<file path="src/rtl/axi_arbiter.sv">
// ---------------------------------------------------------------------------
// axi_arbiter
//   Shares one AXI4-Lite slave port between two masters (m0 = instruction
//   fetch, m1 = load/store). Only one whole transaction is in flight at a
//   time: AR->R for a read, AW->W->B for a write. Arbitration happens in IDLE
//   and costs one cycle. On contention the arbiter uses round-robin
//   (RR_EN=1) or always picks FIXED_PRI_M (RR_EN=0).
//
// Ports
//   clk, reset            clock, synchronous active-high reset
//   m{0,1}_ar*/r*         read address / read data channels per master
//   m{0,1}_aw*/w*/b*      write address / data / response channels per master
//   s_*                   the same channels toward the crossbar
//   arb_gnt               one-hot grant of the active transaction, 0 in IDLE
//
// All slave-side and master-side muxing is combinational from the registered
// grant and state; nothing is buffered.
// ---------------------------------------------------------------------------
module axi_arbiter #(
  parameter int RR_EN       = 1,
  parameter int FIXED_PRI_M = 1
) (
  input  logic        clk,
  input  logic        reset,
  // master 0
  input  logic        m0_arvalid,
  input  logic [31:0] m0_araddr,
  output logic        m0_arready,
  output logic        m0_rvalid,
  output logic [31:0] m0_rdata,
  output logic        m0_rresp,
  input  logic        m0_rready,
  input  logic        m0_awvalid,
  input  logic [31:0] m0_awaddr,
  output logic        m0_awready,
  input  logic        m0_wvalid,
  input  logic [31:0] m0_wdata,
  input  logic [7:0]  m0_wmask,
  output logic        m0_wready,
  output logic        m0_bvalid,
  output logic        m0_bresp,
  input  logic        m0_bready,
  // master 1
  input  logic        m1_arvalid,
  input  logic [31:0] m1_araddr,
  output logic        m1_arready,
  output logic        m1_rvalid,
  output logic [31:0] m1_rdata,
  output logic        m1_rresp,
  input  logic        m1_rready,
  input  logic        m1_awvalid,
  input  logic [31:0] m1_awaddr,
  output logic        m1_awready,
  input  logic        m1_wvalid,
  input  logic [31:0] m1_wdata,
  input  logic [7:0]  m1_wmask,
  output logic        m1_wready,
  output logic        m1_bvalid,
  output logic        m1_bresp,
  input  logic        m1_bready,
  // slave side
  output logic        s_arvalid,
  output logic [31:0] s_araddr,
  input  logic        s_arready,
  input  logic        s_rvalid,
  input  logic [31:0] s_rdata,
  input  logic        s_rresp,
  output logic        s_rready,
  output logic        s_awvalid,
  output logic [31:0] s_awaddr,
  input  logic        s_awready,
  output logic        s_wvalid,
  output logic [31:0] s_wdata,
  output logic [7:0]  s_wmask,
  input  logic        s_wready,
  input  logic        s_bvalid,
  input  logic        s_bresp,
  output logic        s_bready,
  output logic [1:0]  arb_gnt
);

  typedef enum logic [2:0] {
    IDLE,
    RD_ADDR,
    RD_DATA,
    WR_ADDR,
    WR_DATA,
    WR_RESP
  } state_t;

  state_t state_reg, state_next;
  logic   gnt_reg, gnt_next;     // index of the granted master
  logic   last_reg, last_next;   // index of the master served last

  // Signals of the currently granted master
  logic        sel_arvalid, sel_rready, sel_awvalid, sel_wvalid, sel_bready;
  logic [31:0] sel_araddr, sel_awaddr, sel_wdata;
  logic [7:0]  sel_wmask;

  // Handshake signals returned to whichever master is granted
  logic g_arready, g_rvalid, g_awready, g_wready, g_bvalid;

  logic req0, req1, winner, win_is_read;

  assign sel_arvalid = gnt_reg ? m1_arvalid : m0_arvalid;
  assign sel_araddr  = gnt_reg ? m1_araddr  : m0_araddr;
  assign sel_rready  = gnt_reg ? m1_rready  : m0_rready;
  assign sel_awvalid = gnt_reg ? m1_awvalid : m0_awvalid;
  assign sel_awaddr  = gnt_reg ? m1_awaddr  : m0_awaddr;
  assign sel_wvalid  = gnt_reg ? m1_wvalid  : m0_wvalid;
  assign sel_wdata   = gnt_reg ? m1_wdata   : m0_wdata;
  assign sel_wmask   = gnt_reg ? m1_wmask   : m0_wmask;
  assign sel_bready  = gnt_reg ? m1_bready  : m0_bready;

  assign req0 = m0_arvalid | m0_awvalid;
  assign req1 = m1_arvalid | m1_awvalid;

  // On a tie, round-robin favours the master that was not served last.
  always_comb begin
    winner = req1;
    if (req0 && req1) begin
      if (RR_EN != 0) winner = ~last_reg;
      else            winner = (FIXED_PRI_M == 1);
    end
  end

  // A winner with both AR and AW pending is served its read first.
  assign win_is_read = winner ? m1_arvalid : m0_arvalid;

  always_ff @(posedge clk) begin
    if (reset) begin
      state_reg <= IDLE;
      gnt_reg   <= 1'b0;
      last_reg  <= 1'b1;
    end else begin
      state_reg <= state_next;
      gnt_reg   <= gnt_next;
      last_reg  <= last_next;
    end
  end

  always_comb begin
    state_next = state_reg;
    gnt_next   = gnt_reg;
    last_next  = last_reg;
    s_arvalid  = 1'b0;
    s_rready   = 1'b0;
    s_awvalid  = 1'b0;
    s_wvalid   = 1'b0;
    s_bready   = 1'b0;
    g_arready  = 1'b0;
    g_rvalid   = 1'b0;
    g_awready  = 1'b0;
    g_wready   = 1'b0;
    g_bvalid   = 1'b0;
    case (state_reg)
      IDLE: begin
        if (req0 || req1) begin
          gnt_next   = winner;
          state_next = win_is_read ? RD_ADDR : WR_ADDR;
        end
      end
      RD_ADDR: begin
        s_arvalid = sel_arvalid;
        g_arready = s_arready;
        if (sel_arvalid && s_arready) state_next = RD_DATA;
      end
      RD_DATA: begin
        s_rready = sel_rready;
        g_rvalid = s_rvalid;
        if (s_rvalid && sel_rready) begin
          state_next = IDLE;
          last_next  = gnt_reg;
        end
      end
      WR_ADDR: begin
        s_awvalid = sel_awvalid;
        g_awready = s_awready;
        if (sel_awvalid && s_awready) state_next = WR_DATA;
      end
      WR_DATA: begin
        s_wvalid = sel_wvalid;
        g_wready = s_wready;
        if (sel_wvalid && s_wready) state_next = WR_RESP;
      end
      WR_RESP: begin
        s_bready = sel_bready;
        g_bvalid = s_bvalid;
        if (s_bvalid && sel_bready) begin
          state_next = IDLE;
          last_next  = gnt_reg;
        end
      end
      default: state_next = IDLE;
    endcase
  end

  // Address/data toward the slave always follow the grant; only the valids
  // above qualify them.
  assign s_araddr = sel_araddr;
  assign s_awaddr = sel_awaddr;
  assign s_wdata  = sel_wdata;
  assign s_wmask  = sel_wmask;

  // Handshakes reach only the granted master; the other one sees zeros.
  assign m0_arready = g_arready & ~gnt_reg;
  assign m0_rvalid  = g_rvalid  & ~gnt_reg;
  assign m0_awready = g_awready & ~gnt_reg;
  assign m0_wready  = g_wready  & ~gnt_reg;
  assign m0_bvalid  = g_bvalid  & ~gnt_reg;
  assign m1_arready = g_arready &  gnt_reg;
  assign m1_rvalid  = g_rvalid  &  gnt_reg;
  assign m1_awready = g_awready &  gnt_reg;
  assign m1_wready  = g_wready  &  gnt_reg;
  assign m1_bvalid  = g_bvalid  &  gnt_reg;

  assign m0_rdata = s_rdata;
  assign m0_rresp = s_rresp;
  assign m0_bresp = s_bresp;
  assign m1_rdata = s_rdata;
  assign m1_rresp = s_rresp;
  assign m1_bresp = s_bresp;

  assign arb_gnt = (state_reg == IDLE) ? 2'b00 : (gnt_reg ? 2'b10 : 2'b01);

endmodule
</file>
<file path="config.mk">
export PLATFORM = sky130hd
export DESIGN_NAME = axi_arbiter
export DESIGN_NICKNAME = d
export VERILOG_FILES = /design/src/rtl/axi_arbiter.sv
export SDC_FILE = /design/constraint.sdc
export NUM_CORES = 1
export LEC_CHECK = 0
export ABC_CLOCK_PERIOD_IN_PS = 1600
export CAP_MARGIN = 20
export CORE_AREA = 3 3 174 176
export CTS_CLUSTER_DIAMETER = 60
export DETAILED_ROUTE_END_ITERATION = 12
export DIE_AREA = 0 0 177 179
export DONT_BUFFER_PORTS = 1
export GPL_TIMING_DRIVEN = 0
export PLACE_DENSITY = 0.3
export SLEW_MARGIN = 20
export SYNTH_ARGS = -nofsm -noshare
export SYNTH_HDL_FRONTEND = slang
export SYNTH_SLANG_ARGS = --single-unit
</file>
<file path="constraint.sdc">
create_clock -name clk -period 1.6 [get_ports clk]
set_clock_uncertainty 0.15 [all_clocks]
set_input_delay 0.32 -clock clk [delete_from_list [all_inputs] [get_ports clk]]
set_output_delay 0.32 -clock clk [all_outputs]
set_load 0.1 [all_outputs]
</file>
==> results by group, run 1 <==
Timing
  • Slew margin rel.: 0.335
  • Tcrit/Tclk final: 1.41
  • Final Hold Fails: 0
  • Final min period: 2.26 ns
  • RSZ-0062 raised after global routing: yes
  • Max Fclk: 442 MHz
  • Tightest Pin Transition: 0.994 ns
  • Final worst-path setup slack: -0.661 ns
  • Final setup vio count: 125
  • Max-slew violations: 0
  • Hold slack: 0.00276 ns

Die
  • Core ar.: 28,800 µm²
  • Die span in y: 179 µm
  • Num ports: 448
  • Initial core utilization: 0.0806
  • Full die area: 31,700 µm²
  • Rows: 62
  • Die outline width: 177 µm

Finish
  • N_diodes: 0
  • Max reg flops: 3
  • Net count, final: 566
  • Area Overhead vs Synth: 89.6%
  • Share of cells above drive strength 1: 0.895
  • Fillers: 3,217
  • Seq. cell area: 108 µm²
  • Most frequent cells in the layout: mux2_4 (105), buf_4 (78), clkbuf_16 (16)
  • Area of the multi-input gates: 2260 µm²
  • Most common library cell in the layout ignoring fill and taps: mux2_4

Worst setup path
  • Worst reg2reg setup slack: -0.24 ns
  • Crit. Startpoint: state_reg[1]
  • Crit end category: primary output
  • Critical path required time: 1.13 ns
  • Slowest CP cell: nor3_4
  • Worst r2r src: state_reg[1]
  • Slowest stage delay, CP: 0.86 ns
  • R2r endpoint: state_reg[2]
  • Reg2Reg Depth: 7
  • Worst Path Arrival: 1.79 ns
  • Setup CP Type: flop to primary output
  • Max Fanout on Critical Path: 5
  • CP Launch Type: flop
  • Worst-path cell chain: clkbuf_16 -> nand3b_1 -> nor3_4

Global route
  • Largest net degree at the start of global routing: 11
  • Vias in the first global route: 2,180
  • Initial antenna violation count: 0
  • Gr ovfl total: 0
  • GRT Util Overall: 0.0644
  • First-pass GRT wire length: 15.3 mm

Synth
  • Compound-cell area share of the yosys netlist: 0.0550
  • Synth unique cells: 39
  • Synth warn: 0
  • Post-Syn Area: 2320 µm²
  • Largest family of logic cells by synthesized area: multiplexers
  • Mux cell area share after synthesis: 0.533
  • Syn Nets: 521
  • EDFF count, synth: 0
  • Synth Flop Type: dfxtp_1
  • Post-synthesis simple-gate area fraction: 0.104
  • Register area share after synthesis: 0.0431
  • Synthesized area per cell: 8.85 µm²
  • Post-Synth XOR/XNOR Area: 0
  • Synth Area in Adders: 0
  • Top-area cell type share of the netlist area: 0.505
  • Post-synth ARST share: 0
  • Leading area contributor after synthesis: mux2_2
  • Mapped Cells: 262
  • Flops & latches, synth: 5
  • Top cells by area, synth: mux2_2 (50%), buf_4 (22%), dfxtp_1 (4.3%)

CTS
  • # clock sinks: 5
  • Max Root-Sink Buffers: 2
  • CTS tree: yes
  • CTS Buf Count: 3
  • Max H-tree Level: 1
  • Register clock-pin slew on the reported worst setup and hold paths: 0.03 ns
  • Worst skew pair latency: 0.23 ns
  • Clock Root Buffer: clkbuf_16

Detailed routing
  • Initial DRC count: 72
  • Vias per cell: 3.21
  • Drc violations: 0
  • Initial DRT Pass Iterations: 4
  • Antenna viol nets, final: 0
  • Final wirelength: 13.3 mm
  • Routed via count: 2,217
  • Wirelength per Cell: 19.3 µm

Place
  • Port-buffer cells: 0
  • Placer Congestion: 0.701
  • Detail Placement HPWL: 11.6 mm
  • Worst slack, placed: -0.665 ns

Pwr
  • Power per Cell Area: 2150 nW/µm²
  • Leak Pwr: 0.00177 µW
  • Worst IR Drop VDD: 603 µV

Status
  • Status: finished, violations left
  • Failing checks: negative setup slack

Hold path
  • Min-delay src: reset
  • Hold path depth: 1
  • Min-Delay Endpoint: gnt_reg
  • Worst min path class: input port to flop

Run
  • Max-cap check violation count: 0
## metal layers
layer,wire [µm],global-route usage
met3,1550,0.0216
met2,7380,0.125
met1,4360,0.0698
met5,0,0
met4,31,0.00589
## worst max-delay path by stage
stage                 endpoint  slack, ns  cells after the start
floorplan            m0_wready      -0.67                      5
global placement     s_arvalid      -0.86                      4
detailed placement   m0_bvalid      -0.66                      5
CTS                  m0_rvalid      -0.75                      5
global route        m0_arready      -0.71                      3
finish              m0_arready      -0.66                      3
## worst max-delay path: cells and delay by family (launching register included)
family / cells / cell delay [ns]
buf+inv: 1 / 0.15
flops: 1 / 0.34
simple gates: 2 / 1.08
## what timing repair did
action	in CTS	in global routing
hold buffers	1	1
hold endpoints to repair	1	1
setup buffers	15	17
cloned	2	9
endpoints found under the setup margin	126	126
pin swaps	10	13
resized for setup	67	47
## synthesized netlist by cell type, types with 2 or more instances
cell and number:
clkbuf_1 4, nand2_1 7, o21ai_0 2, nor2_1 8
buf_6 2, inv_1 3, mux2i_1 5, nand2b_1 3
nor2b_1 3, nor4_1 2, buf_4 68, buf_2 11
nand3_1 2, dfxtp_1 5, nand3b_1 3, nor3_1 5
a21oi_1 3, nor3b_1 2, mux2_2 104
## power by group
group          total [µW]  switching, µW  internal (µW)
registers             245           62.8            182
clock network         413           82.4            330
logic                8790           6230           2560
total                9450           6380           3070
## layout make-up
type                    count  share of cell area
well taps                 384               0.109
multi-input cells         169               0.514
clock buffers               4              0.0179
plain buffers              82               0.180
flip-flops and latches      5              0.0245
repair buffers             43               0.152
inverters                   3             0.00256
## kinds of logic after synthesis
family	count (synthesis)
buffers and inverters	88
DFF	5
and+or+nand+nor	43
AOI/OAI and AO/OA	16
muxes	110
## metrics by stage
step / setup TNS, ns / utilization / cells / power (µW) / cell area (µm²)
2_1_floorplan: -23.06 / - / 262 / 7310 / 2890
3_3_place_gp: -47.11 / 0.117 / 646 / 7750 / 3370
3_5_place_dp: -48.81 / 0.119 / 648 / 7820 / 3420
4_1_cts: -61.61 / 0.137 / 669 / 8900 / 3950
5_1_grt: -59.73 / 0.153 / 690 / 9700 / 4400
6_report: -55.12 / 0.153 / 690 / 9450 / 4400
No activity file was read; power rests on OpenSTA's default activity.
==> inputs of run 2 (changes only) <==
- HOLD_SLACK_MARGIN: unset -> 0.12
==> run 2 against run 1 <==
Compared with the run above:
- the run still ends with negative setup slack left
- combinational power barely moved
- largest cell class unchanged
- power barely moved
- setup slack improved by 0.0020 ns
- register-to-register slack barely moved
- global-route usage barely moved
- via count fell by 0.27%
- wire length fell by 0.20%
- design area fell by 0.23%
- sequential share of layout area barely moved
- utilization barely moved
==> results by group, run 2 (synthesis results as in run 1) <==
Status
  • Status: finished, violations left
  • Failing checks: negative setup slack

Global route
  • GRT Util Overall: 0.0643
  • Vias in the first global route: 2,176
  • First-pass GRT wire length: 15.3 mm
  • Gr ovfl total: 0
  • Initial antenna violation count: 0
  • Largest net degree at the start of global routing: 11

Pwr
  • Combinational power share: 0.930
  • Internal Power: 3070 µW
  • Leak Pwr: 0.00176 µW
  • Worst IR Drop VDD: 604 µV
  • Net Sw Frac: 0.675
  • Switching power total: 6380 µW
  • Clock group share of total power: 0.044
  • Seq pwr share: 0.026
  • Power per Cell Area: 2150 nW/µm²

Die
  • Die outline width: 177 µm
  • Rows: 62
  • Num ports: 448
  • Core ar.: 28,800 µm²
  • Die span in y: 179 µm
  • Initial core utilization: 0.0806
  • Full die area: 31,700 µm²

Detailed routing
  • Antenna viol nets, final: 0
  • Final wirelength: 13.3 mm
  • Wirelength per Cell: 19.3 µm
  • Drc violations: 0
  • Routed via count: 2,211
  • Initial DRT Pass Iterations: 4
  • Vias per cell: 3.21
  • Initial DRC count: 63

Finish
  • Fillers: 3,215
  • Most frequent cells in the layout: mux2_4 (105), buf_4 (78), clkbuf_16 (16)
  • Non-filler instance count after layout: 689
  • N_diodes: 0
  • Area Overhead vs Synth: 89.2%
  • Area of the multi-input gates: 2260 µm²
  • Net count, final: 565
  • Share of cells above drive strength 1: 0.898
  • Seq. cell area: 108 µm²
  • Most common library cell in the layout ignoring fill and taps: mux2_4
  • Max reg flops: 3

Worst setup path
  • Worst-path cell chain: clkbuf_16 -> nand3b_1 -> nor3_4
  • Setup CP Type: flop to primary output
  • Critical path required time: 1.13 ns
  • Slowest CP cell: nor3_4
  • CP Launch Type: flop
  • Reg2Reg Depth: 7
  • Delay-heaviest family, CP: simple AND/OR/NAND/NOR gates
  • Worst Path Arrival: 1.79 ns
  • Slowest stage delay, CP: 0.86 ns
  • Max Fanout on Critical Path: 5
  • Crit end category: primary output
  • Buf/Inv on CP: 1
  • Crit path depth: 3

Timing
  • Final min period: 2.26 ns
  • Max-slew violations: 0
  • Max Fclk: 443 MHz
  • Final setup vio count: 125
  • Final worst-path setup slack: -0.659 ns
  • Final Hold Fails: 0
  • Slew margin rel.: 0.335
  • Tightest Pin Transition: 0.994 ns
  • TNS Setup: -55.10 ns
  • Tcrit/Tclk final: 1.41
  • RSZ-0062 raised after global routing: yes

CTS
  • Clock Root Buffer: clkbuf_16
  • Worst skew pair latency: 0.23 ns
  • # clock sinks: 5
  • Register clock-pin slew on the reported worst setup and hold paths: 0.03 ns
  • Max H-tree Level: 1
  • CTS Buf Count: 3
  • CTS tree: yes
  • Max Root-Sink Buffers: 2

Run
  • Max-cap check violation count: 0

Place
  • Inst Count DP: 648
  • Port-buffer cells: 0
  • Worst slack, placed: -0.665 ns
  • Placer Congestion: 0.701
  • Detail Placement HPWL: 11.6 mm

Hold path
  • Worst min path class: input port to flop
  • Hold path depth: 3
## run 2: cell count changes in the layout (fill, tap and decap cells not counted), sizes merged
| cell | change |
|---|---|
| dlygate4sd3 | -1 |
## run 2: worst paths after layout
kind              slack, ns          from            to
setup reg to reg      -0.24  state_reg[1]  state_reg[2]
setup / recovery      -0.66  state_reg[1]    m0_arready
hold reg to reg        0.46      last_reg       gnt_reg
hold / removal         0.14         reset  state_reg[1]
## run 2: through the flow
| stage | hold slack [ns] | power (µW) | util | cell area [µm²] |
|---|---|---|---|---|
| after floorplan | 0.230 | 7310 | - | 2890 |
| after global placement | 0.233 | 7750 | 0.117 | 3370 |
| after detailed placement | 0.233 | 7820 | 0.119 | 3420 |
| after CTS | 0.140 | 8900 | 0.137 | 3950 |
| after global routing | 0.174 | 9700 | 0.152 | 4390 |
| final | 0.141 | 9450 | 0.152 | 4390 |
## run 2: power groups by stage
stage / Sequential, µW / Clock (µW) / Combinational, µW
CTS: 235 / 418 / 8250
global placement: 228 / 0 / 7520
finish: 245 / 413 / 8790
global route: 254 / 422 / 9020
floorplan: 212 / 0 / 7100
detailed placement: 229 / 0 / 7590
## run 2: layout make-up
class,count,share of cell area
multi-input cells,169,0.515
plain buffers,82,0.180
repair buffers,42,0.151
well taps,384,0.109
flip-flops and latches,5,0.0245
clock buffers,4,0.0180
inverters,3,0.00257
## run 2: worst min-delay path, stage by stage
cell,delay [ns]
nor3_1,0.03
o31ai_1,0.06
mux2i_1,0.07
## run 2: what timing repair did
action | 4_1_cts | 5_1_grt
buffers inserted | 15 | 17
endpoints found under the setup margin | 126 | 126
hold buffers | 1 | 0
resized for setup | 67 | 47
cloned | 2 | 9
pin swaps | 10 | 13
endpoints found under the hold margin | 4 | 0
## run 2: routing by layer
layer,GRT usage,up-vias,wire (µm)
li1,-,955,-
met1,0.0697,1032,4350
met2,0.125,220,7360
met3,0.0216,4,1550
met4,0.00589,0,31
met5,0,-,0
